===== src/rtl/mem_port_arbiter_if.sv =====
// mem_port_arbiter_if: fetch/data request ports and unified-memory port of the arbiter
interface mem_port_arbiter_if #(
  parameter int ADDR_W = 32,
  parameter int DATA_W = 32
);
  logic              if_req;
  logic [ADDR_W-1:0] if_addr;
  logic [DATA_W-1:0] if_rdata;
  logic              if_ack;
  logic              dm_req;
  logic              dm_we;
  logic [ADDR_W-1:0] dm_addr;
  logic [DATA_W-1:0] dm_wdata;
  logic [DATA_W-1:0] dm_rdata;
  logic              dm_ack;
  logic              mem_en;
  logic              mem_we;
  logic [ADDR_W-1:0] mem_addr;
  logic [DATA_W-1:0] mem_wdata;
  logic [DATA_W-1:0] mem_rdata;
  logic              stall_if;
  logic              stall_mem;
  modport slave (
    input  if_req, if_addr, dm_req, dm_we, dm_addr, dm_wdata, mem_rdata,
    output if_rdata, if_ack, dm_rdata, dm_ack, mem_en, mem_we, mem_addr, mem_wdata,
           stall_if, stall_mem
  );
  modport master (
    output if_req, if_addr, dm_req, dm_we, dm_addr, dm_wdata, mem_rdata,
    input  if_rdata, if_ack, dm_rdata, dm_ack, mem_en, mem_we, mem_addr, mem_wdata,
           stall_if, stall_mem
  );
endinterface


===== src/rtl/mem_port_arbiter.sv =====
// mem_port_arbiter: shares one fixed-latency memory between IF and MEM stages, dm-priority with IF anti-starvation
module mem_port_arbiter #(
  parameter int ADDR_W     = 32,
  parameter int DATA_W     = 32,
  parameter int MEM_LAT    = 2,
  parameter int STARVE_MAX = 4
) (
  input logic              i_clk,
  input logic              i_rst,
  mem_port_arbiter_if.slave bus
);
  typedef enum logic [1:0] {IDLE, ISSUE, WAIT, RESP} state_t;
  localparam int CW = (MEM_LAT > 1) ? $clog2(MEM_LAT) : 1;
  localparam int SW = $clog2(STARVE_MAX + 1);
  state_t            r_state, w_next;
  logic              r_owner;
  logic              r_we;
  logic [ADDR_W-1:0] r_addr;
  logic [DATA_W-1:0] r_wdata, r_if_rdata, r_dm_rdata;
  logic [CW-1:0]     r_cnt;
  logic [SW-1:0]     r_starve;
  logic              w_any, w_grant_dm, w_starved;
  assign w_any      = bus.if_req | bus.dm_req;
  assign w_starved  = bus.if_req & (r_starve == SW'(STARVE_MAX));
  assign w_grant_dm = bus.dm_req & ~w_starved;
  always_ff @(posedge i_clk) r_state <= i_rst ? IDLE : w_next;
  always_comb begin
    w_next      = r_state;
    bus.mem_en  = 1'b0;
    bus.mem_we  = 1'b0;
    bus.if_ack  = 1'b0;
    bus.dm_ack  = 1'b0;
    case (r_state)
      IDLE:  w_next = w_any ? ISSUE : IDLE;
      ISSUE: begin
        w_next     = WAIT;
        bus.mem_en = 1'b1;
        bus.mem_we = r_we;
      end
      WAIT:  w_next = (r_cnt == '0) ? RESP : WAIT;
      RESP:  begin
        w_next     = IDLE;
        bus.if_ack = ~r_owner;
        bus.dm_ack = r_owner;
      end
    endcase
  end
  // r_owner: 1 = data port owns the current transaction, 0 = fetch port
  always_ff @(posedge i_clk) begin
    if (i_rst) begin
      r_owner    <= 1'b0;
      r_we       <= 1'b0;
      r_addr     <= '0;
      r_wdata    <= '0;
      r_cnt      <= '0;
      r_starve   <= '0;
      r_if_rdata <= '0;
      r_dm_rdata <= '0;
    end else begin
      if (r_state == IDLE && w_any) begin
        r_owner  <= w_grant_dm;
        r_we     <= w_grant_dm & bus.dm_we;
        r_addr   <= w_grant_dm ? bus.dm_addr : bus.if_addr;
        r_wdata  <= w_grant_dm ? bus.dm_wdata : '0;
        r_starve <= !w_grant_dm ? '0 :
                    (bus.if_req && r_starve != SW'(STARVE_MAX)) ? r_starve + 1'b1 : r_starve;
      end
      if (r_state == ISSUE) r_cnt <= CW'(MEM_LAT - 1);
      if (r_state == WAIT && r_cnt != '0) r_cnt <= r_cnt - 1'b1;
      if (r_state == WAIT && r_cnt == '0 && !r_we && r_owner) r_dm_rdata <= bus.mem_rdata;
      if (r_state == WAIT && r_cnt == '0 && !r_owner) r_if_rdata <= bus.mem_rdata;
    end
  end
  assign bus.mem_addr  = r_addr;
  assign bus.mem_wdata = r_wdata;
  assign bus.if_rdata  = r_if_rdata;
  assign bus.dm_rdata  = r_dm_rdata;
  assign bus.stall_if  = bus.if_req & ~bus.if_ack;
  assign bus.stall_mem = bus.dm_req & ~bus.dm_ack;
endmodule

===== src/flat_wrapper.sv =====
// flat-port wrapper written by rule: the top's interface ports become plain ports
module mem_port_arbiter_flat 
#(
  parameter int ADDR_W     = 32,
  parameter int DATA_W     = 32,
  parameter int MEM_LAT    = 2,
  parameter int STARVE_MAX = 4
)
  (i_clk, i_rst, bus_if_req, bus_if_addr, bus_dm_req, bus_dm_we, bus_dm_addr, bus_dm_wdata, bus_mem_rdata, bus_if_rdata, bus_if_ack, bus_dm_rdata, bus_dm_ack, bus_mem_en, bus_mem_we, bus_mem_addr, bus_mem_wdata, bus_stall_if, bus_stall_mem);
  mem_port_arbiter_if #(.ADDR_W(ADDR_W), .DATA_W(DATA_W)) bus_i ();
  input logic i_clk;
  input logic i_rst;
  input wire logic [$bits(bus_i.if_req)-1:0] bus_if_req;
  input wire logic [$bits(bus_i.if_addr)-1:0] bus_if_addr;
  input wire logic [$bits(bus_i.dm_req)-1:0] bus_dm_req;
  input wire logic [$bits(bus_i.dm_we)-1:0] bus_dm_we;
  input wire logic [$bits(bus_i.dm_addr)-1:0] bus_dm_addr;
  input wire logic [$bits(bus_i.dm_wdata)-1:0] bus_dm_wdata;
  input wire logic [$bits(bus_i.mem_rdata)-1:0] bus_mem_rdata;
  output wire logic [$bits(bus_i.if_rdata)-1:0] bus_if_rdata;
  output wire logic [$bits(bus_i.if_ack)-1:0] bus_if_ack;
  output wire logic [$bits(bus_i.dm_rdata)-1:0] bus_dm_rdata;
  output wire logic [$bits(bus_i.dm_ack)-1:0] bus_dm_ack;
  output wire logic [$bits(bus_i.mem_en)-1:0] bus_mem_en;
  output wire logic [$bits(bus_i.mem_we)-1:0] bus_mem_we;
  output wire logic [$bits(bus_i.mem_addr)-1:0] bus_mem_addr;
  output wire logic [$bits(bus_i.mem_wdata)-1:0] bus_mem_wdata;
  output wire logic [$bits(bus_i.stall_if)-1:0] bus_stall_if;
  output wire logic [$bits(bus_i.stall_mem)-1:0] bus_stall_mem;
  assign bus_i.if_req = bus_if_req;
  assign bus_i.if_addr = bus_if_addr;
  assign bus_i.dm_req = bus_dm_req;
  assign bus_i.dm_we = bus_dm_we;
  assign bus_i.dm_addr = bus_dm_addr;
  assign bus_i.dm_wdata = bus_dm_wdata;
  assign bus_i.mem_rdata = bus_mem_rdata;
  assign bus_if_rdata = bus_i.if_rdata;
  assign bus_if_ack = bus_i.if_ack;
  assign bus_dm_rdata = bus_i.dm_rdata;
  assign bus_dm_ack = bus_i.dm_ack;
  assign bus_mem_en = bus_i.mem_en;
  assign bus_mem_we = bus_i.mem_we;
  assign bus_mem_addr = bus_i.mem_addr;
  assign bus_mem_wdata = bus_i.mem_wdata;
  assign bus_stall_if = bus_i.stall_if;
  assign bus_stall_mem = bus_i.stall_mem;
  mem_port_arbiter #(.ADDR_W(ADDR_W), .DATA_W(DATA_W), .MEM_LAT(MEM_LAT), .STARVE_MAX(STARVE_MAX)) u_core (.i_clk(i_clk), .i_rst(i_rst), .bus(bus_i));
endmodule

===== config.mk =====
export PLATFORM = sky130hd
export DESIGN_NAME = mem_port_arbiter_flat
export DESIGN_NICKNAME = d
export VERILOG_FILES = /design/src/rtl/mem_port_arbiter_if.sv /design/src/rtl/mem_port_arbiter.sv /design/src/flat_wrapper.sv
export SDC_FILE = /design/constraint.sdc
export NUM_CORES = 1
export LEC_CHECK = 0
export BUFFER_PORTS_ARGS = -buffer_cell sky130_fd_sc_hd__buf_2
export CELL_PAD_IN_SITES_DETAIL_PLACEMENT = 1
export CELL_PAD_IN_SITES_GLOBAL_PLACEMENT = 2
export CORE_UTILIZATION = 25
export CTS_BUF_LIST = sky130_fd_sc_hd__clkbuf_8
export DETAILED_ROUTE_END_ITERATION = 16
export PLACE_DENSITY = 0.92
export SETUP_SLACK_MARGIN = 0.02
export SYNTH_ARGS = -nofsm -noshare
export SYNTH_HDL_FRONTEND = slang
export SYNTH_SLANG_ARGS = --single-unit

===== constraint.sdc =====
create_clock -name i_clk -period 2.3 [get_ports i_clk]
set_input_delay 0.345 -clock i_clk [delete_from_list [all_inputs] [get_ports i_clk]]
set_output_delay 0.345 -clock i_clk [all_outputs]
set_load 0.02 [all_outputs]

# After elaboration in Yosys (flattened, before gate mapping)
# Index checks and enable logic that the tools add are counted.
[totals]
regBits = 136
latchBits = 0
ram_bits = 0
n_memories = 0
romBits = 0
in_bits = 133
elab_cells = 53
[classes]
n_lt_le_gt_ge = 0
mux = 13
eq_ne = 6
n_div = 0
bitwise = 11
add_sub_neg = 2
mul = 0
n_reduce_logical = 12
n_shift = 0
[ops]
columns = ["operator", "n"]
rows = [
  ["two-way mux 32 bit", 2],
  ["two-way mux 1 bit", 8],
  ["one-hot mux 2 bit (4 select lines)", 1],
  ["logical AND 1 bit", 7],
  ["two-way mux 3 bit", 2],
  ["AND 1 bit", 5],
  ["NOT 1 bit", 5],
  ["equality test 2 bit, second input constant", 2],
  ["adder 3 x 1 -> 3 bit, second input constant", 1],
  ["equality test 3 bit, second input constant", 1],
  ["inequality test 3 bit, second input constant", 1],
  ["equality test 2 x 1 -> 1 bit, second input constant", 1],
  ["logical NOT 1 bit", 2],
  ["logical NOT 2 bit", 1],
  ["inequality test 2 bit, second input constant", 1],
  ["AND reduction 2 bit", 1],
  ["nonzero test 2 bit", 1],
  ["bitwise OR 1 bit", 1],
  ["subtractor 1 bit, second input constant", 1],
]

# Logic depth before layout (Yosys ltp)
# Gate-level depths: netlist (run 1).
[depth]
ltp_word = 6
depth_mapped = 7
mapped_depth_nobuf = 5

# Worst setup path after synthesis (run 1)
# OpenSTA, ideal clock, no wires.
[synth_timing]
path_type = "register to register"
startpoint = "register u_core.r_state[0]"
endpoint = "register u_core.r_if_rdata[24] (netlist: u_core.bus.if_rdata[24])"
setup_slack_ps = 684
required_ps = 2168
path_buffers = 2
stages_incl_launch_ff = 8
arrival_time_ps = 1483
cell_sequence = "dfxtp_1 -> inv_1 -> ha_1 -> or3b_2 -> clkbuf_1 -> clkbuf_1 -> nand2_1 -> a21oi_1"
[synth_between]
elab_chain_len = 3
[synth_rtl]
columns = ["item", "line_no", "source"]
rows = [
  ["start: declaration", "mem_port_arbiter.sv:15", "state_t r_state, w_next;"],
  ["start signal: assignment", "mem_port_arbiter.sv:26", "always_ff @(posedge i_clk) r_state <= i_rst ? IDLE : w_next;"],
  ["equality test 2 bit", "mem_port_arbiter.sv:71", "if (r_state == WAIT && r_cnt == '0 && !r_owner) r_if_rdata <= bus.mem_rdata;"],
  ["logical AND 1 bit (2 in series)", "mem_port_arbiter.sv:71", ""],
  ["end signal: assignment", "mem_port_arbiter.sv:71", ""],
  ["end: declaration", "mem_port_arbiter.sv:19", "logic [DATA_W-1:0] r_wdata, r_if_rdata, r_dm_rdata;"],
]
# No other way between the ends.
# A chain may end at the register's enable or synchronous reset.

# Worst setup path in the final report (run 1)
[layout_timing]
startpoint = "register u_core.r_state[0]"
endpoint = "register u_core.r_if_rdata[13] (netlist: u_core.bus.if_rdata[13])"
# The elaborated chain is that of the path after synthesis.

==> impl_metrics.env, run 1 <==
export IMPL_outcome="complete, no violations"
export IMPL_setup_tns_final_ps=0
export IMPL_cap_viol_max_count=0
export IMPL_async_flop_share_pct=0
export IMPL_synth_area_leaders="dfxtp_1 53%, nand2_1 9.6%, a21oi_1 6.6%"
export IMPL_port_buffers=266
export IMPL_dp_slack_ps=418
export IMPL_max_stage_delay_ps=790
export IMPL_rsz0062_at_grt="false"
export IMPL_multiInputGateArea_um2=2150
export IMPL_syn_area_per_cell_um2=8.66
export IMPL_critPathArrivalTime_ps=2170
export IMPL_period_share_pct=81.6
export IMPL_p_switching_mw=1.99
export IMPL_skew_ps=9.31
export IMPL_clkTransAtPathRegs_ps=80
export IMPL_layout_nets=974
export IMPL_utilization_pct=36.0
export IMPL_setup_ws_ps=423
export IMPL_antenna_found_initial=0
export IMPL_critPathSlowestCell="or3b_2"
export IMPL_drt_pass1_iter_count=4
export IMPL_crit_type="register to register"
export IMPL_cts_resized=0
export IMPL_power_leakage_nw=3.23
export IMPL_cp_startpoint="u_core.r_state[0]"
export IMPL_start_util_pct=25.9
export IMPL_cts_tree="built"
export IMPL_required_ps=2600
export IMPL_post_cts_buffers=0
export IMPL_critPathTopFamily="simple AND/OR/NAND/NOR gates"
export IMPL_worst_slew_pin_transition_ps=763
export IMPL_r2r_start="u_core.r_state[0]"
export IMPL_slew_viol_final=0
export IMPL_die_h_um=145
export IMPL_grt_overflow=0
export IMPL_powerDensity_nw_per_um2=880
export IMPL_cts_sinks=136
export IMPL_die_w_um=145
export IMPL_drtIter0Drc=248
export IMPL_synth_ff_type="dfxtp_1"
export IMPL_ys_seq_area_share_pct=53.2
export IMPL_nFillCells=2444
export IMPL_synth_nets=731
export IMPL_yosys_register_bits=136
export IMPL_post_route_cell_area_um2=7130
export IMPL_grt_max_degree=53
export IMPL_yosysTopAreaCellShare_pct=53.2
export IMPL_drtAntennaViolNets=0
export IMPL_crit_buf_inv=1
export IMPL_clk_latency_ps=440
export IMPL_cts_root_buf="clkbuf_8"
export IMPL_worstSetupEndpointType="register"
export IMPL_swShare_pct=31.8
export IMPL_placed_area_um2=6690
export IMPL_avgRoutedWirePerCell_um=15.8
export IMPL_power_frac_seq_pct=43.5
export IMPL_finalCriticalPeriod_ps=1880
export IMPL_grt_pass1_wl_um=28400
export IMPL_track_usage_pct=16.9
export IMPL_viasPerCell=4.63
export IMPL_start_kind="register"
export IMPL_ys_warn_count=0
export IMPL_routabilityCongestion=0.769
export IMPL_hold_path_startpoint="bus_dm_wdata[28]"
export IMPL_path_cells="inv_1, ha_1, or3b_2, nand2_1, a21oi_1"
export IMPL_htreeDepth=4
export IMPL_relSlewSlack_pct=49.1
export IMPL_drive_gt1_share_pct=37.2
export IMPL_r2r_setup_slack_ps=420
export IMPL_max_freq_ghz=0.533
export IMPL_drcViolationCount=0
export IMPL_design_core_area_um2=19800
export IMPL_n_antenna_cell=0
export IMPL_worst_path_max_fanout=32
export IMPL_routed_wl_um=17600
export IMPL_netlist_instances=591
export IMPL_postCtsHoldBufs=0
export IMPL_internal_power_mw=4.28
export IMPL_yosysTopAreaCell="dfxtp_1"
export IMPL_share_comb_of_total_power_pct=21.8
export IMPL_row_count=51
export IMPL_vias=5144
export IMPL_grt_pass1_vias=5380
export IMPL_min_path_type="input port to register"
export IMPL_numCtsBuffers=17
export IMPL_syn_area_um2=5120
export IMPL_finalHoldViolCount=0
export IMPL_synth_distinct_cells=28
export IMPL_cts_buffer_depth=2
export IMPL_syn_to_final_growth_pct=39.2
export IMPL_setup_violations=0
export IMPL_power_mw=6.27
export IMPL_ioPinCount=267
export IMPL_ir_worst_vdd_v=0.000314
export IMPL_dieArea_um2=21100
export IMPL_dp_hpwl_um=12300
export IMPL_ff_latch_area_um2=2720
export IMPL_power_frac_clock_pct=34.8
export IMPL_synth_edf_count=0
## synthesized netlist by cell type, drive strengths merged, types with 2 or more instances
| master | n |
|---|---|
| a21oi | 68 |
| a22o | 33 |
| a311oi | 32 |
| and2 | 3 |
| buf | 14 |
| clkbuf | 40 |
| dfxtp | 136 |
| ha | 7 |
| inv | 6 |
| nand2 | 131 |
| nand3 | 33 |
| nand4 | 2 |
| nor2 | 36 |
| nor2b | 3 |
| nor3b | 2 |
| o21ai | 35 |
## power groups by stage
stage	sequential, mW	clock (mW)	combinational (mW)
after floorplan	3.04	0	0.578
after CTS	2.73	2.25	1.38
final	2.73	2.18	1.36
after global placement	2.77	0	1.36
after detailed placement	2.78	0	1.38
after global routing	2.76	2.37	1.49
## path summary, 6_finish.rpt
kind	endpoint	depth (start not counted)
setup / recovery	u_core.bus.if_rdata[13]	5
hold / removal	u_core.bus.mem_wdata[28]	2
setup reg to reg	u_core.bus.if_rdata[13]	5
hold reg to reg	u_core.bus.if_rdata[11]	2
## cell usage in the layout, fill, tap and decap left out, drive strengths merged
cell / instances
nand4bb: 1
clkbuf: 17
dfxtp: 136
ha: 7
a22o: 33
a21oi: 68
and2: 3
buf: 278
bufinv: 4
nor4b: 1
a311oi: 32
nor4bb: 1
clkinvlp: 1
mux2i: 1
or3b: 1
o21ai: 35
nand2: 131
o21a: 1
inv: 10
nand4b: 1
nand3: 33
nor2b: 3
clkinv: 6
a32oi: 1
and3: 1
nor3b: 2
or3: 1
nor2: 36
nand4: 2
## layout make-up
| cell class | count | share of cell area [%] |
|---|---|---|
| clock buffer | 17 | 3.28 |
| clock inverter | 15 | 2.79 |
| inverter | 6 | 0.316 |
| multi-input combinational | 395 | 30.2 |
| sequential | 136 | 38.2 |
| tap | 265 | 4.65 |
| timing repair buffer | 278 | 20.5 |
## per-stage QoR
step / hold WS, ps / cells
after floorplan: 453 / 591
after global placement: 440 / 1080
after detailed placement: 444 / 1080
after CTS: 85.2 / 1112
after global routing: 76.2 / 1112
final: 121 / 1112
## metal layers
metal	wire (um)	part of all wire [%]	GRT usage, %	vias up
li1	-	-	-	2543
met1	7270	41	18.9	2409
met2	8800	50	29.5	161
met3	1000	5.7	5.16	31
met4	486	2.8	7.26	0
met5	0	0	0	-
## registers in the layout, summed over array words and instances, names as in the netlist
signal / count
u_core.r_state: 2
u_core.r_owner: 1
u_core.bus.mem_wdata: 32
u_core.r_cnt: 1
u_core.bus.dm_rdata: 32
u_core.bus.mem_addr: 32
u_core.bus.if_rdata: 32
u_core.r_we: 1
u_core.r_starve: 3
## cells by family (layout without fill, tap and decap cells)
family / Yosys count / in the layout / share of synthesized area, %
and+or+nand+nor: 217 / 217 / 18.2
buffers and inverters: 60 / 316 / 5.18
DFF: 136 / 136 / 53.2
AOI/OAI and AO/OA: 170 / 170 / 21.5
muxes: 1 / 1 / 0.196
adders and majority gates: 7 / 7 / 1.71
Power figures use the tool's default switching activity.
==> inputs of run 2 (changes only) <==
==> constraint.sdc (replaced) <==
create_clock -name i_clk -period 1.85 [get_ports i_clk]
set_input_delay 0.2775 -clock i_clk [delete_from_list [all_inputs] [get_ports i_clk]]
set_output_delay 0.2775 -clock i_clk [all_outputs]
set_load 0.02 [all_outputs]
==> run 2 against run 1 <==
Net effect: final cell count is 0.45% higher; sequential cell count stayed put; routed wire length hardly changed; sequential share of layout area is 0.52 points lower; register-to-register slack worse by 240 ps; utilization is 0.51 points higher; combinational power is 30% higher; via count hardly changed; first-iteration DRC count is 6.5% lower; critical endpoint is now bus_stall_mem; highest routed layer unchanged.
==> impl_metrics.env, run 2 (synthesized netlist as in run 1, its figures left out) <==
export IMPL_r2r_start="u_core.r_state[0]"
export IMPL_hold_worst_slack_ps=51.7
export IMPL_worstSetupEndpointType="output pin"
export IMPL_grt_pass1_vias=5358
export IMPL_layout_nets=979
export IMPL_finalCriticalPeriod_ps=1730
export IMPL_setup_tns_final_ps=0
export IMPL_routabilityCongestion=0.768
export IMPL_skew_ps=11.8
export IMPL_drt_pass1_iter_count=5
export IMPL_utilization_pct=36.5
export IMPL_grt_overflow=0
export IMPL_clk_latency_ps=430
export IMPL_crit_type="register to output pin"
export IMPL_finalHoldViolCount=0
export IMPL_critPathArrivalTime_ps=1450
export IMPL_numCtsBuffers=17
export IMPL_hold_path_startpoint="bus_dm_wdata[24]"
export IMPL_layout_cells_most_common="buf_2"
export IMPL_min_path_type="input port to register"
export IMPL_die_h_um=145
export IMPL_port_buffers=266
export IMPL_cts_buffer_depth=2
export IMPL_cts_sinks=136
export IMPL_dp_slack_ps=182
export IMPL_cap_viol_max_count=0
export IMPL_routed_wl_um=17600
export IMPL_rsz0062_at_grt="false"
export IMPL_ioPinCount=267
export IMPL_design_core_area_um2=19800
export IMPL_drive_gt1_share_pct=37.7
export IMPL_clkTransAtPathRegs_ps=90
export IMPL_slew_viol_final=0
export IMPL_worst_path_max_fanout=3
export IMPL_row_count=51
export IMPL_cts_resized=0
export IMPL_start_kind="register"
export IMPL_powerDensity_nw_per_um2=1070
export IMPL_required_ps=1570
export IMPL_grt_pass1_wl_um=28300
export IMPL_dieArea_um2=21100
export IMPL_layout_common_cells="265 x buf_2, 135 x dfxtp_1, 131 x nand2_1"
export IMPL_grt_max_degree=57
export IMPL_hold_path_depth=2
export IMPL_drtIter0Drc=232
export IMPL_setup_violations=0
export IMPL_max_freq_ghz=0.578
export IMPL_relSlewSlack_pct=66.1
export IMPL_avgRoutedWirePerCell_um=15.7
export IMPL_outcome="complete, no violations"
export IMPL_post_cts_buffers=0
export IMPL_vias=5140
export IMPL_power_leakage_nw=3.26
export IMPL_antenna_found_initial=0
export IMPL_cts_root_buf="clkbuf_8"
export IMPL_start_util_pct=25.9
export IMPL_period_share_pct=93.5
export IMPL_r2r_end="u_core.bus.if_rdata[7]"
export IMPL_dp_hpwl_um=12600
export IMPL_setup_ws_ps=120
export IMPL_drtAntennaViolNets=0
export IMPL_worst_slew_pin_transition_ps=509
export IMPL_drcViolationCount=0
export IMPL_track_usage_pct=16.9
export IMPL_viasPerCell=4.60
export IMPL_reg2regPathDepth=6
export IMPL_r2r_setup_slack_ps=180
export IMPL_htreeDepth=4
export IMPL_min_to="u_core.bus.mem_wdata[24]"
export IMPL_postCtsHoldBufs=0
export IMPL_cts_tree="built"
export IMPL_ir_worst_vdd_v=0.000435
export IMPL_syn_to_final_growth_pct=41.2
export IMPL_n_antenna_cell=0
export IMPL_die_w_um=145
==> run 2: cell types whose count changed in the layout (fill, tap and decap cells not counted) <==
cell        delta
clkinv_4       -3
inv_6          +1
buf_4          -2
clkinvlp_4     +3
bufinv_16      -1
buf_12         +7
dfxtp_1        -1
dfxtp_2        +1
==> run 2: metal layers <==
| layer | part of all wire, % | track usage, % |
|---|---|---|
| met1 | 41 | 19.3 |
| met2 | 51 | 29.9 |
| met3 | 5.7 | 4.81 |
| met4 | 1.6 | 5.74 |
| met5 | 0 | 0 |
==> run 2: power breakdown <==
part | switching (mW) | internal (mW)
Clock | 1.23 | 1.34
Combinational | 1.09 | 0.681
Sequential | 0.166 | 3.22
Total | 2.49 | 5.24
==> run 2: layout make-up <==
cell class	instances	area, um^2
repair buffers	283	1590
clock buffers	17	234
fillers	2458	12600
flip-flops and latches	136	2720
clock inverters	15	174
multi-input cells	395	2150
well taps	265	332
inverters	6	22.5
==> run 2: stage by stage <==
stage                     area, um^2  std cells  power, mW
after detailed placement        6820       1085       5.26
after floorplan                 5120        591       4.49
after global placement          6820       1085       5.21
final                           7230       1117       7.74
after global routing            7230       1117       8.20
after CTS                       7230       1117       7.88
==> run 2: worst max path at each step <==
| stage | from | to | slack [ps] | depth (start not counted) |
|---|---|---|---|---|
| floorplan | u_core.r_state[0] | u_core.bus.if_rdata[24] | 230 | 7 |
| global placement | u_core.r_state[0] | u_core.bus.if_rdata[10] | 260 | 6 |
| detailed placement | u_core.r_state[0] | u_core.bus.mem_addr[24] | 180 | 6 |
| CTS | u_core.r_state[1] | bus_mem_we | 60 | 4 |
| global route | u_core.r_state[0] | u_core.bus.mem_addr[19] | 20 | 6 |
| finish | u_core.r_state[0] | bus_stall_mem | 120 | 4 |
==> run 2: critical path: stages, from the launching register on <==
cell     delay (ps)
dfxtp_1         340
ha_1            210
and2_1          210
nor2_1          100
buf_2           170
